$ cat src/rtl/hdd_sector_pkg.sv
// Shared types and constants for the HDD sector server.
package hdd_sector_pkg;

    // Bytes per sector (a power of two); the sector buffer is addressed by offset.
    localparam int SECTOR_BYTES = 512;
    localparam int OFFS_W       = $clog2(SECTOR_BYTES);

    typedef enum logic [3:0] {
        IDLE,
        RD_REQ,
        RD_WAIT,
        RD_BUF,
        WB_ADDR,
        WB_DATA,
        WR_REQ,
        WR_WAIT,
        DONE
    } state_t;

endpackage

$ cat src/rtl/hdd_req_edge.sv
// Rising-edge detector for a read/write request pair. Read wins when both
// rise together; edges seen while the consumer is busy are dropped.
module hdd_req_edge (
    input  logic clk,
    input  logic reset,
    input  logic i_read,
    input  logic i_write,
    input  logic i_busy,
    output logic o_rd_start,
    output logic o_wr_start
);

    logic r_read_q;
    logic r_write_q;
    logic w_rd_edge;
    logic w_wr_edge;

    // Remember the previous request levels so that a rise can be seen.
    // NOTE: clocked state uses non-blocking assignments so every register samples pre-edge values.
    always_ff @(posedge clk) begin
        if (reset) begin
            r_read_q  <= 1'b0;
            r_write_q <= 1'b0;
        end else begin
            r_read_q  <= i_read;
            r_write_q <= i_write;
        end
    end

    assign w_rd_edge  = i_read  & ~r_read_q;
    assign w_wr_edge  = i_write & ~r_write_q;
    assign o_rd_start = w_rd_edge & ~i_busy;
    assign o_wr_start = w_wr_edge & ~w_rd_edge & ~i_busy;

endmodule

$ cat src/rtl/hdd_sector_server.sv
// Moves one sector between the HDD controller's sector buffer and a
// byte-wide image store, one byte per store handshake.
module hdd_sector_server
    import hdd_sector_pkg::*;
#(
    parameter int ADDR_W      = 25,
    parameter int ACK_TIMEOUT = 1023
) (
    input  logic              clk_sys,
    input  logic              reset,
    input  logic [15:0]       hdd_sector,
    input  logic              hdd_read,
    input  logic              hdd_write,
    output logic              hdd_mounted,
    output logic              hdd_protect,
    output logic [OFFS_W-1:0] buf_addr,
    output logic [7:0]        buf_di,
    input  logic [7:0]        buf_do,
    output logic              buf_we,
    input  logic              img_mounted,
    input  logic              img_readonly,
    input  logic [15:0]       img_blocks,
    output logic [ADDR_W-1:0] st_addr,
    output logic              st_req,
    output logic              st_we,
    output logic [7:0]        st_wdata,
    input  logic [7:0]        st_rdata,
    input  logic              st_ack,
    output logic              busy,
    output logic              done,
    output logic              err
);

    localparam int                CNT_W     = $clog2(ACK_TIMEOUT + 1);
    // The request cycle itself counts as the first waited cycle.
    localparam logic [CNT_W-1:0]  CNT_LAST  = CNT_W'(ACK_TIMEOUT - 1);
    localparam logic [OFFS_W-1:0] OFFS_LAST = OFFS_W'(SECTOR_BYTES - 1);

    state_t              r_state;
    state_t              w_next;
    logic [15:0]         r_sector;
    logic [OFFS_W-1:0]   r_offset;
    logic [7:0]          r_rdata;
    logic [7:0]          r_wdata;
    logic [CNT_W-1:0]    r_cnt;
    logic                r_err;
    logic                r_mounted;
    logic                r_protect;
    logic                w_rd_start;
    logic                w_wr_start;
    logic                w_accept;
    logic                w_reject;
    logic                w_last;
    logic                w_timeout;
    logic                w_advance;
    logic [15+OFFS_W:0]  w_addr_full;

    hdd_req_edge u_edge (
        .clk        (clk_sys),
        .reset      (reset),
        .i_read     (hdd_read),
        .i_write    (hdd_write),
        .i_busy     (r_state != IDLE),
        .o_rd_start (w_rd_start),
        .o_wr_start (w_wr_start)
    );

    assign w_accept  = w_rd_start | w_wr_start;
    assign w_reject  = ~img_mounted | (hdd_sector >= img_blocks) | (w_wr_start & img_readonly);
    assign w_last    = (r_offset == OFFS_LAST);
    assign w_timeout = ~st_ack & (r_cnt >= CNT_LAST);

    // Zero-extended {sector, offset} cannot overflow when ADDR_W >= 16 + OFFS_W.
    assign w_addr_full = {r_sector, r_offset};
    assign st_addr     = ADDR_W'(w_addr_full);
    assign buf_addr    = r_offset;
    assign buf_di      = r_rdata;
    assign st_wdata    = r_wdata;
    assign err         = r_err;
    assign hdd_mounted = r_mounted;
    assign hdd_protect = r_protect;

    // State register; reset aborts any transfer without a done pulse.
    always_ff @(posedge clk_sys) begin
        if (reset) begin
            r_state <= IDLE;
        end else begin
            r_state <= w_next;
        end
    end

    // Next-state and output decode.
    // NOTE: every signal gets a default first so no path leaves one unassigned and infers a latch.
    always_comb begin
        w_next    = r_state;
        w_advance = 1'b0;
        busy      = 1'b1;
        done      = 1'b0;
        st_req    = 1'b0;
        st_we     = 1'b0;
        buf_we    = 1'b0;
        case (r_state)
            IDLE: begin
                busy = 1'b0;
                if (w_accept) begin
                    if (w_reject) begin
                        w_next = DONE;
                    end else if (w_rd_start) begin
                        w_next = RD_REQ;
                    end else begin
                        w_next = WB_ADDR;
                    end
                end
            end
            RD_REQ: begin
                st_req = 1'b1;
                w_next = RD_WAIT;
            end
            RD_WAIT: begin
                st_req = 1'b1;
                if (st_ack) begin
                    w_next = RD_BUF;
                end else if (w_timeout) begin
                    w_next = DONE;
                end
            end
            RD_BUF: begin
                buf_we = 1'b1;
                if (w_last) begin
                    w_next = DONE;
                end else begin
                    w_next    = RD_REQ;
                    w_advance = 1'b1;
                end
            end
            WB_ADDR: w_next = WB_DATA;
            WB_DATA: w_next = WR_REQ;
            WR_REQ: begin
                st_req = 1'b1;
                st_we  = 1'b1;
                w_next = WR_WAIT;
            end
            WR_WAIT: begin
                st_req = 1'b1;
                st_we  = 1'b1;
                if (st_ack) begin
                    if (w_last) begin
                        w_next = DONE;
                    end else begin
                        w_next    = WB_ADDR;
                        w_advance = 1'b1;
                    end
                end else if (w_timeout) begin
                    w_next = DONE;
                end
            end
            DONE: begin
                busy   = 1'b0;
                done   = 1'b1;
                w_next = IDLE;
            end
            default: begin
                busy   = 1'b0;
                w_next = IDLE;
            end
        endcase
    end

    // Request latch, byte offset, data capture, ack timer and status flags.
    // NOTE: all datapath registers are reset so every output reads 0 right after reset.
    always_ff @(posedge clk_sys) begin
        if (reset) begin
            r_sector  <= '0;
            r_offset  <= '0;
            r_rdata   <= '0;
            r_wdata   <= '0;
            r_cnt     <= '0;
            r_err     <= 1'b0;
            r_mounted <= 1'b0;
            r_protect <= 1'b0;
        end else begin
            r_mounted <= img_mounted;
            r_protect <= img_readonly;
            if (r_state == IDLE && w_accept) begin
                r_sector <= hdd_sector;
                r_offset <= '0;
                r_err    <= w_reject;
            end
            if (w_advance) begin
                r_offset <= r_offset + OFFS_W'(1);
            end
            if (r_state == RD_WAIT && st_ack) begin
                r_rdata <= st_rdata;
            end
            if (r_state == WB_DATA) begin
                r_wdata <= buf_do;
            end
            // The timer restarts on each new request and runs while it is held.
            if (r_state == RD_REQ || r_state == WR_REQ) begin
                r_cnt <= CNT_W'(1);
            end else if (st_req) begin
                r_cnt <= r_cnt + CNT_W'(1);
            end
            if ((r_state == RD_WAIT || r_state == WR_WAIT) && w_timeout) begin
                r_err <= 1'b1;
            end
        end
    end

endmodule

$ cat config.mk
export PLATFORM = sky130hd
export DESIGN_NAME = hdd_sector_server
export DESIGN_NICKNAME = d
export VERILOG_FILES = /design/src/rtl/hdd_sector_pkg.sv /design/src/rtl/hdd_req_edge.sv /design/src/rtl/hdd_sector_server.sv
export SDC_FILE = /design/constraint.sdc
export NUM_CORES = 1
export LEC_CHECK = 0
export BUFFER_PORTS_ARGS = -buffer_cell sky130_fd_sc_hd__buf_2
export CAP_MARGIN = 0
export CELL_PAD_IN_SITES_DETAIL_PLACEMENT = 0
export CELL_PAD_IN_SITES_GLOBAL_PLACEMENT = 2
export CORE_UTILIZATION = 31
export CTS_BUF_LIST = sky130_fd_sc_hd__clkbuf_8
export DETAILED_ROUTE_END_ITERATION = 12
export PLACE_DENSITY_LB_ADDON = 0.1
export RECOVER_POWER = 50
export SLEW_MARGIN = 20
export SYNTH_ARGS = -nofsm -noshare
export SYNTH_HDL_FRONTEND = slang
export SYNTH_HIERARCHICAL = 1
export SYNTH_SLANG_ARGS = --single-unit
$ cat constraint.sdc
create_clock -name clk_sys -period 5.45 [get_ports clk_sys]
set_input_delay 0.545 -clock clk_sys [delete_from_list [all_inputs] [get_ports clk_sys]]
set_output_delay 0.545 -clock clk_sys [all_outputs]
set_load 0.1 [all_outputs]
=== Word level (Yosys, flattened, before mapping) ===
Cells that the tools add are included.

* Memory bits (read-only): 0
* Bits in registers: 60
* Memories kept: 0
* Output and inout bits: 58
* RAM bits: 0
* Logic and storage cells: 79
* Latch bits: 0

* Add/subtract/negate cells: 2
* Multipliers: 0
* Div/mod/pow operators: 0
* Multiplexer cells: 23
* Shift operators: 0
* Equality and inequality tests: 10
* Reduce and logical (&&, ||, !) cells: 14
* Bitwise gates (word level): 16
* Magnitude comparators: 2

{| class="wikitable"
|+ Operator list
! kind !! number
|-
| 4-bit one-hot mux with 8 select lines || 1
|-
| 4-bit two-way mux || 7
|-
| 9-bit two-way mux || 2
|-
| 4-bit by 3-bit equality test with 1-bit output, second input constant || 4
|-
| 16-bit >= comparator || 1
|-
| 1-bit two-way mux || 11
|-
| 10-bit by 1-bit adder with 10-bit output, second input constant || 1
|-
| 10-bit >= comparator, second input constant || 1
|-
| 9-bit by 1-bit adder with 9-bit output, second input constant || 1
|-
| 9-bit equality test, second input constant || 1
|-
| 4-bit by 2-bit equality test with 1-bit output, second input constant || 2
|-
| 1-bit AND || 7
|-
| 7-bit OR reduction || 1
|-
| 1-bit inverter || 6
|-
| 2-bit nonzero test || 3
|-
| 4-bit by 1-bit equality test with 1-bit output, second input constant || 1
|-
| 4-bit equality test, second input constant || 1
|-
| 4-bit logical NOT || 1
|-
| 4-bit nonzero test || 1
|-
| 2-bit OR reduction || 2
|-
| 4-bit OR reduction || 1
|-
| 1-bit logical AND || 3
|-
| 3-bit two-way mux || 1
|-
| 1-bit OR || 3
|-
| other kinds (3) || 4
|}

=== Longest topological paths before layout ===
* Depth in word-level cells: 10
* Mapped depth: 11
* Depth with buffers taken out: 10

=== By module ===
Netlist, hierarchy kept.

{| class="wikitable"
|+ By module, submodules not included
! module !! cells an instance !! area each (um^2) !! seq. area each (um^2) !! instances
|-
| hdd_sector_server || 360 || 2,972.9 || 1,161.1 || 1
|-
| hdd_req_edge || 7 || 87.6 || 40.0 || 1
|}

=== Least setup slack after synthesis ===
OpenSTA, ideal clock, no wires.

* Path type: register to register
* Start: register r_offset[0] (netlist: buf_addr[0])
* End: register r_offset[7] (netlist: buf_addr[7])
* Arrival time: 3.013 ns
* Clock period less this slack: 3.078 ns
* Path slack: 2.372 ns
* Cell stages (with the launch flop): 11
* Buffers on the path: 0
* Data required time: 5.385 ns
* Setup time: 0.065 ns
* Cells stage by stage: dfxtp_1 ha_1 and3_1 and3_1 and3_1 ha_1 nor3b_1 nand3_1 nor4_1 mux2_2 nor2_1

* Cells in the longest elaborated chain, start to end: 5

{| class="wikitable"
|+ RTL lines
! item !! RTL line !! source
|-
| from (decl) || hdd_sector_server.sv:42 || <nowiki>logic [OFFS_W-1:0] r_offset;</nowiki>
|-
| from (signal assigned) || hdd_sector_server.sv:190 || <nowiki>r_offset <= r_offset + OFFS_W'(1);</nowiki>
|-
| 9-bit equality test || hdd_sector_server.sv:70 || <nowiki>assign w_last = (r_offset == OFFS_LAST);</nowiki>
|-
| 1-bit two-way mux || hdd_sector_server.sv:129, hdd_sector_server.sv:147 ||
|-
| 1-bit two-way mux || hdd_sector_server.sv:146 || <nowiki>if (st_ack) begin</nowiki>
|-
| 1-bit one-hot mux with 2 select lines || hdd_sector_server.sv:102 || <nowiki>case (r_state)</nowiki>
|-
| 9-bit two-way mux / 2-bit nonzero test (equally long branches) || -- ||
|}

Several ways; a longest one is shown, not always the timed one.
A chain may end at the register's enable or synchronous reset.

=== Worst setup path in the final report ===
* Start: register r_state[1]
* End: register r_offset[5] (netlist: buf_addr[5])

* Cells in the longest elaborated chain, start to end: 6

{| class="wikitable"
|+ RTL lines
! item !! RTL line !! source
|-
| from (decl) || hdd_sector_server.sv:39 || <nowiki>state_t r_state;</nowiki>
|-
| from (signal assigned) || hdd_sector_server.sv:88 || <nowiki>r_state <= w_next;</nowiki>
|-
| 4-bit nonzero test || hdd_sector_server.sv:63 || <nowiki>.i_busy (r_state != IDLE),</nowiki>
|-
| 1-bit inverter || hdd_req_edge.sv:33 || <nowiki>assign o_wr_start = w_wr_edge & ~w_rd_edge & ~i_busy;</nowiki>
|-
| 1-bit AND || hdd_req_edge.sv:33 ||
|-
| named net w_wr_start || hdd_sector_server.sv:50 || <nowiki>logic w_wr_start;</nowiki>
|-
| 1-bit OR || hdd_sector_server.sv:68 || <nowiki>assign w_accept = w_rd_start | w_wr_start;</nowiki>
|-
| 1-bit logical AND || hdd_sector_server.sv:184 || <nowiki>if (r_state == IDLE && w_accept) begin</nowiki>
|-
| 2-bit nonzero test (no line) || -- ||
|}

The timed path passes the listed nets, and every way through them passes these cells.

==> flow_summary.ini <==
[status]
status = finished, violations left
violations = max-capacitance violations, max-slew violations

[timing]
worst_clock_skew_ns = 0.01188
fmax_mhz = 333.4
final.min_clock_period_ns = 3.000
fin_crit_sh_pct = 55.04
worstMarginPinSlew_ns = 2.428
hold_violations = 0
slew_violations = 53
relSlewSlack_pct = -61.84
rsz0062_at_grt = no
fin_setup_tns_ns = 0
setup_viol = 0
hold_slack_ns = 0.4325
fin_ws_ns = 2.450

[final_layout]
finalCoreUtilization_pct = 39.81
diodes = 0
area_growth_pct = 22.49
final_area_sq_mm = 0.003749
drive_gt1_share_pct = 18.09
fin_nets = 540

[global_route]
grt_max_degree = 53
antenna_found_initial = 0
grt_overflow = 0
grt_pass1_wl_microns = 12430
gr-usage-all-layers_pct = 15.65
grt_pass1_vias = 2608

[routing]
vias = 2750
drt_pass1_iterations = 4
ant_nets = 0
wire_per_inst_microns = 12.60
remaining_drc_errors = 0
wl_microns = 7549
drt_iter0_drc = 97
vias_per_cell = 4.591

[synth]
synth_edf_count = 0
yosys.area.top_type = dfxtp_1
synth_top_area_share_pct = 39.25
synth_area_per_cell_sq_um = 8.339
ys_types = 47
syn_inst = 367
syn-cell-area_sq_mm = 0.003060
async_reset_ff_share_pct = 0
synth_area_leaders = dfxtp_1, ha_1, nor2_1, mux2i_1, nand2_1
ys.flop_type = dfxtp_1
yosysSeqAreaShare_pct = 39.25
synth_warnings = 6
syn-num-nets = 442
ys_ff_latch = 60

[worst_setup_path]
cpPeakStageDelay_ns = 0.65
worstReg2RegStart = r_state[1]
critPathLaunch = r_state[1]
worstPathArrival_ns = 3.11
cp_max_fo = 19
rrSetupSlack_ns = 2.45
crit_chain = nor3_1 -> nand2b_1 -> nor4b_2 -> nor2_1 -> or3_1 -> o311ai_0 -> a21oi_1
crit_path_start_kind = flop
crit_slowest_cell = or3_1
cp-end-kind = flop
worstPathRequired_ns = 5.56
path_class = reg -> reg

[cts]
cts_buffer_depth = 2
clock-root-buffer = clkbuf_8
cts_tree = built
holdBufCountCts = 0
htree_levels = 3
cts_resized = 0
clk_latency_ns = 0.34
cts.reportedPaths.clkPinSlew_ns = 0.08
clock_sinks = 60
cts_setup_buffers = 0
cts_buffers = 9

[die]
design.portCount = 113
die_y_microns = 101.4
core.rowCount = 35
die-area_sq_mm = 0.01027
initial_core_util_pct = 32.50
die_x_microns = 101.4
core_sq_mm = 0.009415

[placement]
io_buffers = 112
place_ws_ns = 2.475
place_area_sq_mm = 0.003649
dp_hpwl_microns = 5422
place_congestion = 0.7383

[power_and_ir_drop]
power.density_mw_per_mm2 = 308.2
p_leak_nw = 1.589
ir_drop_mv = 0.1395

[run]
maxCapViolCount = 1

[hold_path]
worstHoldStart = st_rdata[6]
hold_class = in -> reg
[cell usage in the layout, fill, tap and decap left out, drive strengths merged, types with 7 or more instances in the layout]
cell type and count:
nand2 42, clkbuf 63, ha 20, nor2 46, inv 25, nand2b 7, a21oi 31, mux2i 16
buf 59, o21ai 12, dfxtp 60
[cell usage after synthesis (all sizes together) (5+ instances only)]
library cell / number
inv: 25
clkbuf: 11
ha: 20
nand4: 6
nor4: 5
a21oi: 31
nor2b: 6
nand2: 42
buf: 15
mux2i: 16
dfxtp: 60
a211oi: 6
nand2b: 7
nor2: 46
and3: 5
o21ai: 12
nand3: 6
[state kept, by name (all words and copies together) (netlist names)]
signal and count:
r_sector 16, r_cnt 10, buf_addr 9, buf_di 8
st_wdata 8, r_state 4, err 1, hdd_mounted 1
hdd_protect 1, u_edge/r_read_q 1, u_edge/r_write_q 1
[layout make-up]
| cell class | count | area [sq um] |
|---|---|---|
| clock buffers | 9 | 123.9 |
| clock inverters | 7 | 43.79 |
| fillers | 1040 | 5667 |
| inverters | 25 | 93.84 |
| multi-input cells | 256 | 1624 |
| flip-flops and latches | 60 | 1201 |
| well taps | 129 | 161.4 |
| repair buffers | 113 | 500.5 |
[path summary, 6_finish.rpt]
check | endpoint | cells after the start
setup / recovery | buf_addr[5] | 7
setup reg to reg | buf_addr[5] | 7
hold reg to reg | r_sector[4] | 2
hold / removal | buf_di[6] | 3
[through the flow]
| step | cells | power (mW) |
|---|---|---|
| final | 599 | 1.155 |
| after global routing | 599 | 1.227 |
| after CTS | 599 | 1.183 |
| after detailed placement | 583 | 0.8259 |
| after global placement | 583 | 0.8250 |
| after floorplan | 367 | 0.7526 |
[critical path: cells and delay by family (launching register included)]
family,cells,cell delay [ns]
flip-flops,1,0.45
AO/OA/AOI/OAI,2,0.34
AND/OR/NAND/NOR,5,1.96
[kinds of logic after synthesis]
kind of cell               after synthesis  share of synthesized area [%]
xor gates and xnor gates                 6                          1.717
muxes                                   17                          5.601
AOI/OAI and AO/OA                       68                          13.53
buffers and inverters                   51                          7.686
and+or+nand+nor                        145                          24.04
DFF                                     60                          39.25
adders and majority gates               20                          8.177
[routing by layer]
| metal | global-route usage [%] | share of wire, % | vias to the layer above |
|---|---|---|---|
| met5 | 0 | 0 | - |
| met4 | 4.682 | 0.99 | 0 |
| met3 | 6.418 | 7.5 | 7 |
| met2 | 25.33 | 45 | 82 |
| met1 | 19.01 | 47 | 1208 |
| li1 | - | - | 1453 |
[report_power, final]
part / switching [mW] / total (mW) / internal [mW]
logic: 0.255 / 0.323 / 0.0681
clock network: 0.186 / 0.348 / 0.162
registers: 0.0215 / 0.484 / 0.462
total: 0.463 / 1.16 / 0.692
Note: power is estimated with default switching activity, not from simulation.
